--- src/rtl/sram_uart_tx_pkg.sv ---
// Shared state encodings and defaults for the SRAM-to-UART return path.
package sram_uart_tx_pkg;

  localparam int DEFAULT_CLKS_PER_BIT      = 434;
  localparam int DEFAULT_SRAM_READ_LATENCY = 2;
  localparam int UART_FRAME_BITS           = 10;

  typedef enum logic [2:0] {
    S_TX_IDLE,
    S_TX_READ,
    S_TX_WAIT,
    S_TX_HIGH,
    S_TX_LOW,
    S_TX_CHECKSUM,
    S_TX_DONE
  } tx_state_type;

  typedef enum logic [2:0] {
    S_TOP_IDLE,
    S_ENABLE_UART_RX,
    S_WAIT_UART_RX,
    S_DECODE,
    S_UART_TX
  } top_state_type;

  // Words go out high byte first.
  function automatic logic [7:0] frame_byte(input logic [15:0] word, input logic high);
    return high ? word[15:8] : word[7:0];
  endfunction

endpackage

--- src/rtl/uart_tx_serializer.sv ---
// 8N1 byte serializer with a valid/ready handshake; ready also rises in the
// last stop-bit cycle so consecutive frames can run back-to-back.
module uart_tx_serializer
  import sram_uart_tx_pkg::*;
#(
  parameter int CLKS_PER_BIT = DEFAULT_CLKS_PER_BIT
) (
  input  logic       Clock,
  input  logic       Reset,
  input  logic       byte_valid,
  input  logic [7:0] byte_data,
  output logic       byte_ready,
  output logic       tx_line
);

  localparam int BAUD_W = (CLKS_PER_BIT > 1) ? $clog2(CLKS_PER_BIT) : 1;
  localparam logic [BAUD_W-1:0] BAUD_LAST = BAUD_W'(CLKS_PER_BIT - 1);
  localparam logic [3:0] BIT_LAST = 4'(UART_FRAME_BITS - 1);

  logic              busy_reg;
  logic [BAUD_W-1:0] baud_cnt_reg;
  logic [3:0]        bit_cnt_reg;
  logic [8:0]        shift_reg;
  logic              tx_reg;
  logic              bit_end;
  logic              accept;

  assign bit_end    = (baud_cnt_reg == BAUD_LAST);
  assign byte_ready = !busy_reg || (bit_end && (bit_cnt_reg == BIT_LAST));
  assign accept     = byte_valid && byte_ready;
  assign tx_line    = tx_reg;

  // shift_reg holds the data bits still to send with the stop bit on top.
  always_ff @(posedge Clock or posedge Reset) begin
    if (Reset) begin
      busy_reg     <= 1'b0;
      baud_cnt_reg <= '0;
      bit_cnt_reg  <= '0;
      shift_reg    <= '1;
      tx_reg       <= 1'b1;
    end else if (accept) begin
      busy_reg     <= 1'b1;
      baud_cnt_reg <= '0;
      bit_cnt_reg  <= '0;
      shift_reg    <= {1'b1, byte_data};
      tx_reg       <= 1'b0;
    end else if (busy_reg) begin
      if (bit_end) begin
        baud_cnt_reg <= '0;
        if (bit_cnt_reg == BIT_LAST) begin
          busy_reg <= 1'b0;
          tx_reg   <= 1'b1;
        end else begin
          tx_reg      <= shift_reg[0];
          shift_reg   <= {1'b1, shift_reg[8:1]};
          bit_cnt_reg <= bit_cnt_reg + 4'd1;
        end
      end else begin
        baud_cnt_reg <= baud_cnt_reg + BAUD_W'(1);
      end
    end
  end

endmodule

--- src/rtl/sram_uart_tx.sv ---
// Reads a block of 16-bit SRAM words and streams them out as 8N1 bytes, high byte first.
// Define UART_TX_CHECKSUM_EN to append an XOR checksum frame after the last word.
module sram_uart_tx
  import sram_uart_tx_pkg::*;
#(
  parameter int CLKS_PER_BIT      = DEFAULT_CLKS_PER_BIT,
  parameter int SRAM_READ_LATENCY = DEFAULT_SRAM_READ_LATENCY
) (
  input  logic        Clock,
  input  logic        Reset,
  input  logic        Start,
  input  logic [17:0] Base_address,
  input  logic [17:0] Word_count,
  output logic [17:0] SRAM_address,
  output logic        SRAM_we_n,
  input  logic [15:0] SRAM_read_data,
  output logic        UART_TX_O,
  output logic        Busy,
  output logic        Done
);

  localparam int WAIT_W = (SRAM_READ_LATENCY > 1) ? $clog2(SRAM_READ_LATENCY) : 1;
  localparam logic [WAIT_W-1:0] WAIT_LAST = WAIT_W'(SRAM_READ_LATENCY - 1);

  tx_state_type      state_reg;
  tx_state_type      state_next;
  logic [17:0]       addr_reg;
  logic [17:0]       remaining_reg;
  logic [17:0]       sram_address_reg;
  logic [15:0]       word_buf;
  logic [WAIT_W-1:0] wait_cnt_reg;
  logic              done_reg;
  logic              last_word;
  logic              byte_valid;
  logic [7:0]        byte_data;
  logic              byte_ready;
`ifdef UART_TX_CHECKSUM_EN
  logic [7:0]        checksum_reg;
`endif

  assign SRAM_we_n    = 1'b1;
  assign SRAM_address = sram_address_reg;
  assign Done         = done_reg;
  assign last_word    = (remaining_reg == 18'd1);

  always_ff @(posedge Clock or posedge Reset) begin
    if (Reset) begin
      state_reg <= S_TX_IDLE;
    end else begin
      state_reg <= state_next;
    end
  end

  always_comb begin
    state_next = state_reg;
    case (state_reg)
      S_TX_IDLE: begin
        if (Start) begin
          state_next = (Word_count == '0) ? S_TX_DONE : S_TX_READ;
        end
      end
      S_TX_READ: state_next = S_TX_WAIT;
      S_TX_WAIT: begin
        if (wait_cnt_reg == WAIT_LAST) begin
          state_next = S_TX_HIGH;
        end
      end
      S_TX_HIGH: begin
        if (byte_ready) begin
          state_next = S_TX_LOW;
        end
      end
      S_TX_LOW: begin
        if (byte_ready) begin
          if (last_word) begin
`ifdef UART_TX_CHECKSUM_EN
            state_next = S_TX_CHECKSUM;
`else
            state_next = S_TX_DONE;
`endif
          end else begin
            state_next = S_TX_READ;
          end
        end
      end
`ifdef UART_TX_CHECKSUM_EN
      S_TX_CHECKSUM: begin
        if (byte_ready) begin
          state_next = S_TX_DONE;
        end
      end
`endif
      S_TX_DONE: begin
        if (byte_ready) begin
          state_next = S_TX_IDLE;
        end
      end
      default: state_next = S_TX_IDLE;
    endcase
  end

  always_comb begin
    byte_valid = 1'b0;
    byte_data  = frame_byte(word_buf, 1'b1);
    Busy       = (state_reg != S_TX_IDLE);
    case (state_reg)
      S_TX_HIGH: begin
        byte_valid = 1'b1;
        byte_data  = frame_byte(word_buf, 1'b1);
      end
      S_TX_LOW: begin
        byte_valid = 1'b1;
        byte_data  = frame_byte(word_buf, 1'b0);
      end
`ifdef UART_TX_CHECKSUM_EN
      S_TX_CHECKSUM: begin
        byte_valid = 1'b1;
        byte_data  = checksum_reg;
      end
`endif
      default: ;
    endcase
  end

  // The next word's address is issued while its predecessor's low byte is on
  // the line, which keeps frames back-to-back.
  always_ff @(posedge Clock or posedge Reset) begin
    if (Reset) begin
      addr_reg         <= '0;
      remaining_reg    <= '0;
      sram_address_reg <= '0;
      word_buf         <= '0;
      wait_cnt_reg     <= '0;
      done_reg         <= 1'b0;
    end else begin
      done_reg <= (state_reg == S_TX_DONE) && byte_ready;
      case (state_reg)
        S_TX_IDLE: begin
          if (Start) begin
            addr_reg      <= Base_address;
            remaining_reg <= Word_count;
            if (Word_count != '0) begin
              sram_address_reg <= Base_address;
            end
          end
        end
        S_TX_READ: wait_cnt_reg <= '0;
        S_TX_WAIT: begin
          wait_cnt_reg <= wait_cnt_reg + WAIT_W'(1);
          if (wait_cnt_reg == WAIT_LAST) begin
            word_buf <= SRAM_read_data;
          end
        end
        S_TX_LOW: begin
          if (byte_ready) begin
            remaining_reg <= remaining_reg - 18'd1;
            addr_reg      <= addr_reg + 18'd1;
            if (!last_word) begin
              sram_address_reg <= addr_reg + 18'd1;
            end
          end
        end
        default: ;
      endcase
    end
  end

`ifdef UART_TX_CHECKSUM_EN
  always_ff @(posedge Clock or posedge Reset) begin
    if (Reset) begin
      checksum_reg <= '0;
    end else if ((state_reg == S_TX_IDLE) && Start) begin
      checksum_reg <= '0;
    end else if (((state_reg == S_TX_HIGH) || (state_reg == S_TX_LOW)) && byte_ready) begin
      checksum_reg <= checksum_reg ^ byte_data;
    end
  end
`endif

  uart_tx_serializer #(
    .CLKS_PER_BIT(CLKS_PER_BIT)
  ) u_serializer (
    .Clock     (Clock),
    .Reset     (Reset),
    .byte_valid(byte_valid),
    .byte_data (byte_data),
    .byte_ready(byte_ready),
    .tx_line   (UART_TX_O)
  );

endmodule

--- config.mk ---
export PLATFORM = sky130hd
export DESIGN_NAME = sram_uart_tx
export DESIGN_NICKNAME = d
export VERILOG_FILES = /design/src/rtl/sram_uart_tx_pkg.sv /design/src/rtl/uart_tx_serializer.sv /design/src/rtl/sram_uart_tx.sv
export SDC_FILE = /design/constraint.sdc
export NUM_CORES = 1
export LEC_CHECK = 0
export ABC_AREA = 1
export BUFFER_PORTS_ARGS = -buffer_cell sky130_fd_sc_hd__buf_2
export CAP_MARGIN = 20
export CORE_ASPECT_RATIO = 1.5
export CORE_MARGIN = 2
export CORE_UTILIZATION = 39
export DETAILED_ROUTE_END_ITERATION = 12
export SETUP_SLACK_MARGIN = 0.5
export SYNTH_ARGS = -nofsm -noshare
export SYNTH_HDL_FRONTEND = slang
export SYNTH_SLANG_ARGS = --single-unit
export TNS_END_PERCENT = 10
--- constraint.sdc ---
create_clock -name Clock -period 8.2 [get_ports Clock]
set_input_delay 0.41 -clock Clock [delete_from_list [all_inputs] [get_ports Clock]]
set_output_delay 0.41 -clock Clock [all_outputs]
set_load 0.1 [all_outputs]
==> results of run 1 <==
==> cell families after synthesis <==
logic type / after synthesis
XOR/XNOR: 8
AO/OA/AOI/OAI: 88
adder cells (fa/ha/maj): 7
multiplexers: 9
flip-flops: 98
other: 1
buffers and inverters: 100
AND/OR/NAND/NOR: 475
==> cell type report <==
class,count,area (um2),share of cell area [%]
inverter,74,283,4.37
timing repair buffer,76,383,5.92
clock inverter,6,136,2.11
sequential,98,2460,38.1
tap,192,240,3.72
clock buffer,10,229,3.54
multi-input combinational,588,2730,42.2
==> how the worst max path moves through the flow <==
stage / startpoint / end / slack [ns] / cells after the start
3_3_place_gp: state_reg[0] / SRAM_address[2] / 5.31 / 9
4_1_cts: state_reg[0] / SRAM_address[4] / 5.20 / 9
6_report: state_reg[0] / SRAM_address[5] / 5.25 / 9
5_1_grt: state_reg[0] / SRAM_address[14] / 4.93 / 9
2_1_floorplan: Reset / Done / 5.24 / 1
3_5_place_dp: state_reg[1] / SRAM_address[10] / 5.21 / 9
==> per-layer routing <==
layer  share of wire [%]  vias to the layer above  track usage, %  wire length, um
li1                    -                     2613               -                -
met1                  45                     2333            23.6             6030
met2                  52                       81            33.2             6960
met3                 2.5                       10            3.14              339
met4                 1.0                        0            4.80              140
met5                   0                        -               0                0
==> cell usage in the layout, fill, tap and decap left out, types with 12 or more instances in the layout <==
master / n
inv_1: 66
nand4_1: 12
dfrtp_1: 89
a21oi_1: 20
nand3_1: 55
nor2_1: 81
nand2_1: 298
o21ai_0: 54
buf_2: 75
==> power by group <==
group | switching (mW) | internal [mW]
sequential | 0.00280 | 0.491
clock | 0.194 | 0.331
combinational | 0.0224 | 0.0147
total | 0.219 | 0.836
==> per-stage QoR <==
step                utilization [%]  instances
floorplan                         -        786
global placement               43.4       1028
detailed placement             43.4       1028
CTS                            46.0       1044
global route                   46.0       1044
finish                         46.0       1044
==> impl_metrics.csv, run 1 <==
group,metric,value,unit
logic_synthesis,async_reset_ff_share,100,%
logic_synthesis,synth_seq_cells,98,
logic_synthesis,netlist_area,5620,um2
clock_network,cts-resized-gates,0,
status,outcome,"complete, no violations",
cells_and_area,nets,909,
floorplan,dieArea,15400,um2
setup_path,cp_max_fo,54,
setup_path,cp.arrival,3.23,ns
clock_network,cts_buffers,9,
routing,ant_nets,0,
timing,max_clock_freq,0.339,GHz
power_and_ir_drop,vdd_ir_drop_max,0.0913,mV
routing,wl_per_cell,12.9,um
timing,tns,0,ns
clock_network,postCtsSetupBuffers,0,
logic_synthesis,synth-compound-area-share,8.15,%
place,placed_area,6100,um2
global_route,grt_max_degree,78,
cells_and_area,fillCellCount,1515,
floorplan,dieWidth,102,um
logic_synthesis,synth_fp_nets,848,
logic_synthesis,ys_top_cells_by_count,"nand2_1, dfrtp_1, nor2_1",
cells_and_area,area_growth,15.0,%
place,place_ws,5.21,ns
routing,wirelength,13.5,mm
logic_synthesis,synth_area_leader_cell,"dfrtp_1",
timing,hold_slack,0.0182,ns
logic_synthesis,synth_cell_types,38,
setup_path,reg2reg_slack,5.25,ns
floorplan,core,14100,um2
floorplan,start_util,40.0,%
job,drv_cap,0,
setup_path,crit_path_start_kind,"flip-flop",
timing,fin_crit,2.95,ns
cells_and_area,fin_area,6470,um2
routing,routed_via_density,4.82,
timing,maxSlewViolCount,0,
global_route,grt.total_usage,18.8,%
floorplan,ios,77,
place,dp_hpwl,9.69,mm
timing,slew_headroom,34.7,%
logic_synthesis,synth-adder-area-share,1.56,%
logic_synthesis,synth_most_common_cell,"nand2_1",
setup_path,r2r-start,"state_reg[0]",
logic_synthesis,synthCells,786,
cells_and_area,drive_above_1_share,16.2,%
clock_network,cts_tree,"done",
setup_path,crit_family,"simple AND/OR/NAND/NOR gates",
logic_synthesis,yosys-mux-area-fraction,1.80,%
setup_path,critPathCaptureType,"flip-flop",
global_route,grt_pass1_wl,22.9,mm
clock_network,clock_sinks,98,
routing,dr.pass1.iters,4,
clock_network,clk-insertion-delay-late,0.35,ns
timing,rsz0062_at_grt,"no",
cells_and_area,n_antenna_cell,0,
timing,worst_slew_pin_slew,0.979,ns
logic_synthesis,synth_top_family_by_area,"simple AND/OR/NAND/NOR gates",
hold_path,hp-class,"input pin to asynchronous set/reset pin",
logic_synthesis,yosys-top-cells-area,"dfrtp_1, nand2_1, nor2_1, nand3_1, o21ai_0",
logic_synthesis,synth_xor_area_share,1.25,%
setup_path,slowest_stage,"inv_4",
place,io_buffers,75,
global_route,grt_pass1_vias,4812,
timing,hold_viol,0,
routing,drc,0,
clock_network,clk_pin_slew,0.07,ns
power_and_ir_drop,power_density,163,nW/um2
logic_synthesis,synth_top_area_share,39.6,%
global_route,gr-total-overflow,0,
timing,finalCritPeriodShare,35.9,%
power_and_ir_drop,cellLeakagePower,3.55,nW
logic_synthesis,yosysWarnings,0,
global_route,antenna_found_initial,0,
setup_path,crit_path_cell_trace,"nor2_4, nand2_4, inv_4, nand3_2, nand2_4, inv_2, nor2_8, nand2_1, nand2_1",
logic_synthesis,ys_seq_area_share,43.8,%
clock_network,cts_buffer_depth,2,
setup_path,r2r_end,"SRAM_address[5]",
logic_synthesis,avgSynthCellArea,7.15,um2
setup_path,crit_type,"flip-flop to flip-flop",
setup_path,path_buf_inv,2,
logic_synthesis,synth-simple-area-share,35.8,%
routing,via_count,5037,
timing,setup_violations,0,
logic_synthesis,synth-edff-count,0,
logic_synthesis,synth-main-ff-cell,"dfrtp_1",
timing,timing.final.ws_setup,5.25,ns
timing,skew,0.00916,ns
clock_network,cts-root-buf,"clkbuf_16",
floorplan,die_y,151,um
clock_network,h-tree-depth,3,
setup_path,rr_worst_depth,9,
place,gp_routability_congestion,0.847,
routing,drt_iter0_drc,160,
setup_path,slowest_delay,0.49,ns
power_and_ir_drop,power,1.05,mW
floorplan,num_rows,53,
setup_path,required,8.48,ns
clock_network,ctsHoldBuffers,0,
No activity file was read; power rests on OpenSTA's default activity.
==> inputs of run 2 (changes only) <==
- clock period: 8.2 -> 2.55 ns (I/O delays scaled with it)
==> run 2 against run 1 <==
Against the previous run:
- combinational power grew to 3.5 times the previous value
- final area grew 2.7%
- clock power grew to 2.8 times the previous value
- worst setup slack lost 4.6 ns
- final cell count grew 1.6%
- sequential share of layout area shrank 1.0 points
- sequential power grew to 3.2 times the previous value
- wire length grew 4.4%
==> impl_metrics.csv, run 2 (same netlist as run 1, synthesis figures left out) <==
group,metric,value,unit
floorplan,dieWidth,102,um
global_route,grt_pass1_wl,23.3,mm
setup_path,rr_worst_depth,3,
setup_path,required,2.78,ns
timing,timing.final.ws_setup,0.664,ns
setup_path,crit_path_start_kind,"flip-flop",
power_and_ir_drop,power_density,479,nW/um2
global_route,grt_pass1_vias,4962,
clock_network,cts-root-buf,"clkbuf_16",
setup_path,cp.arrival,2.12,ns
power_and_ir_drop,pwr-share-comb,4.0,%
timing,rsz0062_at_grt,"yes",
routing,routed_via_density,4.84,
global_route,antenna_found_initial,0,
clock_network,cts_tree,"done",
clock_network,clk_pin_slew,0.07,ns
job,drv_cap,0,
cells_and_area,area_growth,18.2,%
cells_and_area,nets,926,
floorplan,core,14100,um2
power_and_ir_drop,seqPwrFrac,49.9,%
cells_and_area,final_common_cell,"nand2_1",
hold_path,hp-class,"input pin to flip-flop",
timing,setup_violations,0,
routing,ant_nets,0,
power_and_ir_drop,vdd_ir_drop_max,0.268,mV
place,gp_routability_congestion,0.871,
global_route,grt_util_met3,2.95,%
setup_path,crit_family,"simple AND/OR/NAND/NOR gates",
timing,hold_viol,0,
timing,skew,0.0101,ns
clock_network,h-tree-depth,3,
timing,max_clock_freq,0.530,GHz
setup_path,critPathCaptureType,"flip-flop",
clock_network,clk-insertion-delay-late,0.35,ns
clock_network,clock_sinks,98,
cells_and_area,n_antenna_cell,0,
place,place_ws,0.489,ns
global_route,grt.total_usage,19.2,%
power_and_ir_drop,internal_power,2.50,mW
global_route,grtUsageMet2,34.1,%
clock_network,cts_buffer_depth,2,
floorplan,ios,77,
power_and_ir_drop,switching_share,21.5,%
global_route,grtUsageMet1,23.0,%
routing,wirelength,14.1,mm
routing,drt_iter0_drc,273,
place,io_buffers,75,
power_and_ir_drop,p_switching,0.684,mW
place,dp_hpwl,10.2,mm
clock_network,cts_buffers,9,
power_and_ir_drop,pwr-share-clk,46.1,%
hold_path,min-delay-start,"SRAM_read_data[13]",
setup_path,crit_path_cell_trace,"nor3_2, nand2_1, mux2_2",
cells_and_area,seq_area,2460,um2
hold_path,holdPathEnd,"word_buf[13]",
floorplan,dieArea,15400,um2
timing,worst_slew_pin_slew,0.757,ns
global_route,grt_busiest_layer,"met2",
cells_and_area,post-route-util,47.2,%
global_route,gr-total-overflow,0,
status,outcome,"complete, no violations",
timing,slew_headroom,49.4,%
routing,wl_per_cell,13.3,um
setup_path,r2r_end,"word_buf[8]",
floorplan,die_y,151,um
floorplan,num_rows,53,
setup_path,cp_max_fo,22,
timing,finalCritPeriodShare,74.0,%
setup_path,path_buf_inv,0,
global_route,grt_max_degree,39,
cells_and_area,fillCellCount,1510,
cells_and_area,drive_above_1_share,17.7,%
power_and_ir_drop,cellLeakagePower,3.62,nW
setup_path,crit_type,"flip-flop to flip-flop",
timing,tns,0,ns
cells_and_area,multiInputGateArea,2800,um2
cells_and_area,final_cell_mix,"nand2_1, dfrtp_1, nor2_1, buf_2, inv_1",
floorplan,start_util,40.0,%
setup_path,reg2reg_slack,0.66,ns
setup_path,slowest_delay,0.51,ns
setup_path,slowest_stage,"dfrtp_1",
hold_path,hold_depth,2,
routing,dr.pass1.iters,4,
timing,maxSlewViolCount,0,
setup_path,r2r-start,"state_reg[2]",
timing,fin_crit,1.89,ns
routing,drc,0,
routing,via_count,5134,
==> run 2: cell types whose count changed in the layout (fill, tap and decap cells not counted), moves of 2 or more <==
cell | before | now
dlygate4sd3_1 | 0 | 4
buf_4 | 1 | 7
buf_12 | 0 | 2
bufinv_16 | 4 | 2
inv_6 | 1 | 3
clkinv_2 | 0 | 2
nand2_8 | 0 | 2
nor2_4 | 1 | 3
==> run 2: what timing repair did <==
| action | in CTS | in global routing |
|---|---|---|
| cloned | 2 | 1 |
| pin swaps | 2 | 2 |
| setup endpoints to repair | 19 | 59 |
| buffers inserted | 0 | 3 |
| resized for setup | 1 | 12 |
| hold buffers | 4 | 0 |
| endpoints found under the hold margin | 30 | 0 |
==> run 2: metrics by stage <==
stage	hold WS [ns]	cells	power, mW	instance area, um2
final	0.0119	1061	3.18	6640
after floorplan	0.278	786	1.67	5630
after global routing	0.00736	1061	3.30	6640
after CTS	0.00146	1057	3.23	6560
after global placement	0.267	1035	1.74	6180
after detailed placement	0.277	1035	1.74	6180
==> run 2: how the worst max path moves through the flow <==
| stage | from | endpoint | slack [ns] | cells past startpoint |
|---|---|---|---|---|
| floorplan | state_reg[1] | state_reg[0] | 0.72 | 10 |
| global placement | state_reg[1] | u_serializer.bit_cnt_reg[2] | 0.51 | 10 |
| detailed placement | state_reg[1] | u_serializer.bit_cnt_reg[2] | 0.49 | 10 |
| CTS | u_serializer.baud_cnt_reg[1] | SRAM_address[4] | 0.46 | 12 |
| global route | state_reg[2] | word_buf[0] | 0.46 | 4 |
| finish | state_reg[2] | word_buf[8] | 0.66 | 3 |
==> run 2: final cells by class <==
| type | instances | area share (%) |
|---|---|---|
| Multi-Input combinational cell | 591 | 42.1 |
| Sequential cell | 98 | 37.1 |
| Timing Repair Buffer | 90 | 8.04 |
| Inverter | 74 | 4.41 |
| Tap cell | 192 | 3.62 |
| Clock buffer | 10 | 3.45 |
| Clock inverter | 6 | 1.32 |
==> run 2: per-layer routing <==
metal | share of wire, % | routed length (um) | up-vias
li1 | - | - | 2656
met1 | 42 | 5890 | 2370
met2 | 53 | 7420 | 86
met3 | 2.8 | 400 | 22
met4 | 2.5 | 348 | 0
met5 | 0 | 0 | -
==> run 2: power by group through the flow <==
stage | Clock, mW | Sequential, mW | Combinational [mW]
3_5_place_dp | 0 | 1.62 | 0.127
6_report | 1.47 | 1.59 | 0.128
4_1_cts | 1.51 | 1.59 | 0.132
2_1_floorplan | 0 | 1.61 | 0.0603
5_1_grt | 1.57 | 1.59 | 0.147
3_3_place_gp | 0 | 1.62 | 0.126
==> inputs of run 3 (changes only) <==
- clock period: 2.55 -> 1.5 ns (I/O delays scaled with it)
==> run 3 against run 2 <==
Against the previous run:
- critical path depth rose by 9
- worst setup slack got worse by 0.81 ns
- largest power group unchanged
- critical endpoint is now addr_reg[5]
- the run now ends with negative setup slack left
- sequential share of layout area fell by 7.2 points
- clock power rose by 63%
==> impl_metrics.csv, run 3 (same netlist as run 1, synthesis figures left out) <==
group,metric,value,unit
timing,worst_slew_pin_slew,0.516,ns
routing,routed_via_density,4.88,
clock_network,clk-insertion-delay-late,0.35,ns
global_route,antenna_found_initial,1,
place,io_buffers,75,
global_route,grt_pass1_vias,5665,
setup_path,r2r_end,"addr_reg[5]",
power_and_ir_drop,p_switching,1.24,mW
setup_path,crit_end,"addr_reg[5]",
setup_path,slowest_delay,0.40,ns
power_and_ir_drop,pwr-share-comb,4.7,%
cells_and_area,fin_area,8260,um2
setup_path,reg2reg_slack,-0.15,ns
timing,hold_viol,0,
power_and_ir_drop,internal_power,4.11,mW
power_and_ir_drop,cellLeakagePower,4.29,nW
cells_and_area,drive_above_1_share,30.1,%
place,dp_hpwl,10.4,mm
power_and_ir_drop,pwr-share-clk,44.9,%
floorplan,ios,77,
timing,max_clock_freq,0.607,GHz
cells_and_area,seq_area,2470,um2
setup_path,slowest_stage,"dfrtp_1",
timing,finalCritPeriodShare,110,%
power_and_ir_drop,seqPwrFrac,50.4,%
status,outcome,"finished, violations left",
power_and_ir_drop,power,5.35,mW
cells_and_area,final_common_cell,"nand2_1",
routing,dr.pass1.iters,5,
job,drv_cap,0,
routing,ant_nets,0,
routing,via_count,5754,
clock_network,clock_sinks,98,
cells_and_area,nets,1042,
global_route,gr-total-overflow,0,
setup_path,crit_top_cell,"nand2_4",
cells_and_area,multiInputGateArea,3040,um2
clock_network,cts-root-buf,"clkbuf_16",
timing,maxSlewViolCount,0,
global_route,grt_max_degree,99,
cells_and_area,fillCellCount,1306,
routing,drt_iter0_drc,263,
power_and_ir_drop,power_density,648,nW/um2
setup_path,startpoint,"u_serializer.baud_cnt_reg[1]",
routing,wl_per_cell,14.2,um
power_and_ir_drop,vdd_ir_drop_max,0.405,mV
floorplan,num_rows,53,
timing,slew_headroom,65.6,%
clock_network,clk_pin_slew,0.07,ns
timing,setup_violations,62,
timing,skew,0.00733,ns
timing,fin_crit,1.65,ns
routing,drc,0,
hold_path,hp-class,"input pin to flip-flop",
setup_path,crit_type,"flip-flop to flip-flop",
routing,wirelength,16.8,mm
floorplan,dieWidth,102,um
setup_path,crit_path_start_kind,"flip-flop",
floorplan,dieArea,15400,um2
setup_path,rr_worst_depth,12,
setup_path,critPathCaptureType,"flip-flop",
setup_path,cp_max_fo,13,
timing,tns,-6.22,ns
timing,rsz0062_at_grt,"yes",
global_route,grt_pass1_wl,26.9,mm
floorplan,start_util,40.0,%
setup_path,required,1.77,ns
cells_and_area,final_cell_mix,"nand2_1, dfrtp_1, buf_4, nor2_1, inv_1",
clock_network,cts_tree,"done",
floorplan,die_y,151,um
global_route,grt.total_usage,22.4,%
place,gp_routability_congestion,0.869,
cells_and_area,area_growth,46.9,%
setup_path,r2r-start,"u_serializer.baud_cnt_reg[1]",
timing,timing.final.ws_setup,-0.148,ns
status,failed_checks,"negative setup slack",
setup_path,cp.arrival,1.92,ns
cells_and_area,post-route-util,58.7,%
clock_network,cts_buffers,9,
setup_path,crit_path_cell_trace,"inv_2, ha_4, nand2_4, nor2_4, nand2_2, nand2_4, nand3_4, nand2_8, buf_6, clkbuf_16, nand2_1, o21ai_1",
clock_network,h-tree-depth,3,
power_and_ir_drop,switching_share,23.2,%
clock_network,cts_buffer_depth,2,
place,placed_area,6800,um2
floorplan,core,14100,um2
run 3: cell count changes in the layout (fill, tap and decap cells not counted), moves of 17 or more:
cell | before | now
buf_12 | 2 | 22
buf_2 | 75 | 55
buf_4 | 7 | 87
dlygate4sd3_1 | 4 | 22
nand2_1 | 297 | 280
o21ai_0 | 54 | 36
run 3: how the worst min path moves through the flow:
stage                             startpoint                to  slack, ns  cells past startpoint
final                          Word_count[7]  remaining_reg[7]       0.03                      3
after global routing           Word_count[7]  remaining_reg[7]       0.05                      3
after CTS                      Word_count[7]  remaining_reg[7]       0.03                      3
after detailed placement               Reset   SRAM_address[7]       0.28                      3
after global placement                 Reset   SRAM_address[0]       0.28                      3
after floorplan           SRAM_read_data[10]      word_buf[10]       0.23                      1
run 3: per-layer routing:
layer | global-route usage [%] | vias to the layer above | routed length (um)
met5 | 0 | - | 0
met4 | 9.20 | 0 | 556
met3 | 3.69 | 39 | 584
met2 | 39.5 | 122 | 8750
met1 | 26.7 | 2700 | 6860
li1 | - | 2893 | -
run 3: power by group through the flow:
stage                     Clock (mW)  Sequential [mW]  Combinational, mW
after floorplan                    0             2.74              0.103
after global placement             0             2.75              0.206
after detailed placement           0             2.75              0.210
after CTS                       2.45             2.70              0.254
after global routing            2.56             2.70              0.288
final                           2.40             2.70              0.253
run 3: area by class of cell:
cell class,count,area share (%)
Multi-Input combinational cell,593,36.8
Sequential cell,98,29.9
Timing Repair Buffer,204,23.1
Inverter,74,3.59
Tap cell,192,2.91
Clock buffer,9,2.73
Clock inverter,7,0.955
Antenna cell,1,0.0303
run 3: metrics by stage:
step                      hold WS [ns]  setup slack (ns)  std cells
after floorplan                  0.225            -0.333        786
after global placement           0.281            -0.126       1111
after detailed placement         0.283            -0.194       1111
after CTS                       0.0320            -0.121       1167
after global routing            0.0482            -0.207       1177
final                           0.0301            -0.148       1178
run 3: repair_timing:
| item | CTS | global route |
|---|---|---|
| buffers inserted | 11 | 6 |
| pin swaps | 12 | 11 |
| resized for setup | 108 | 64 |
| hold endpoints to repair | 110 | 0 |
| hold buffers | 22 | 0 |
| endpoints found under the setup margin | 119 | 120 |
| gates cloned | 7 | 4 |
run 3: worst max-delay path, delay by kind of cell (launching register included):
| family | cells | cell delay (ns) |
|---|---|---|
| flops | 1 | 0.40 |
| compound gates | 1 | 0.07 |
| simple gates | 7 | 0.58 |
| buf+inv | 3 | 0.40 |
| fa+ha+maj | 1 | 0.13 |
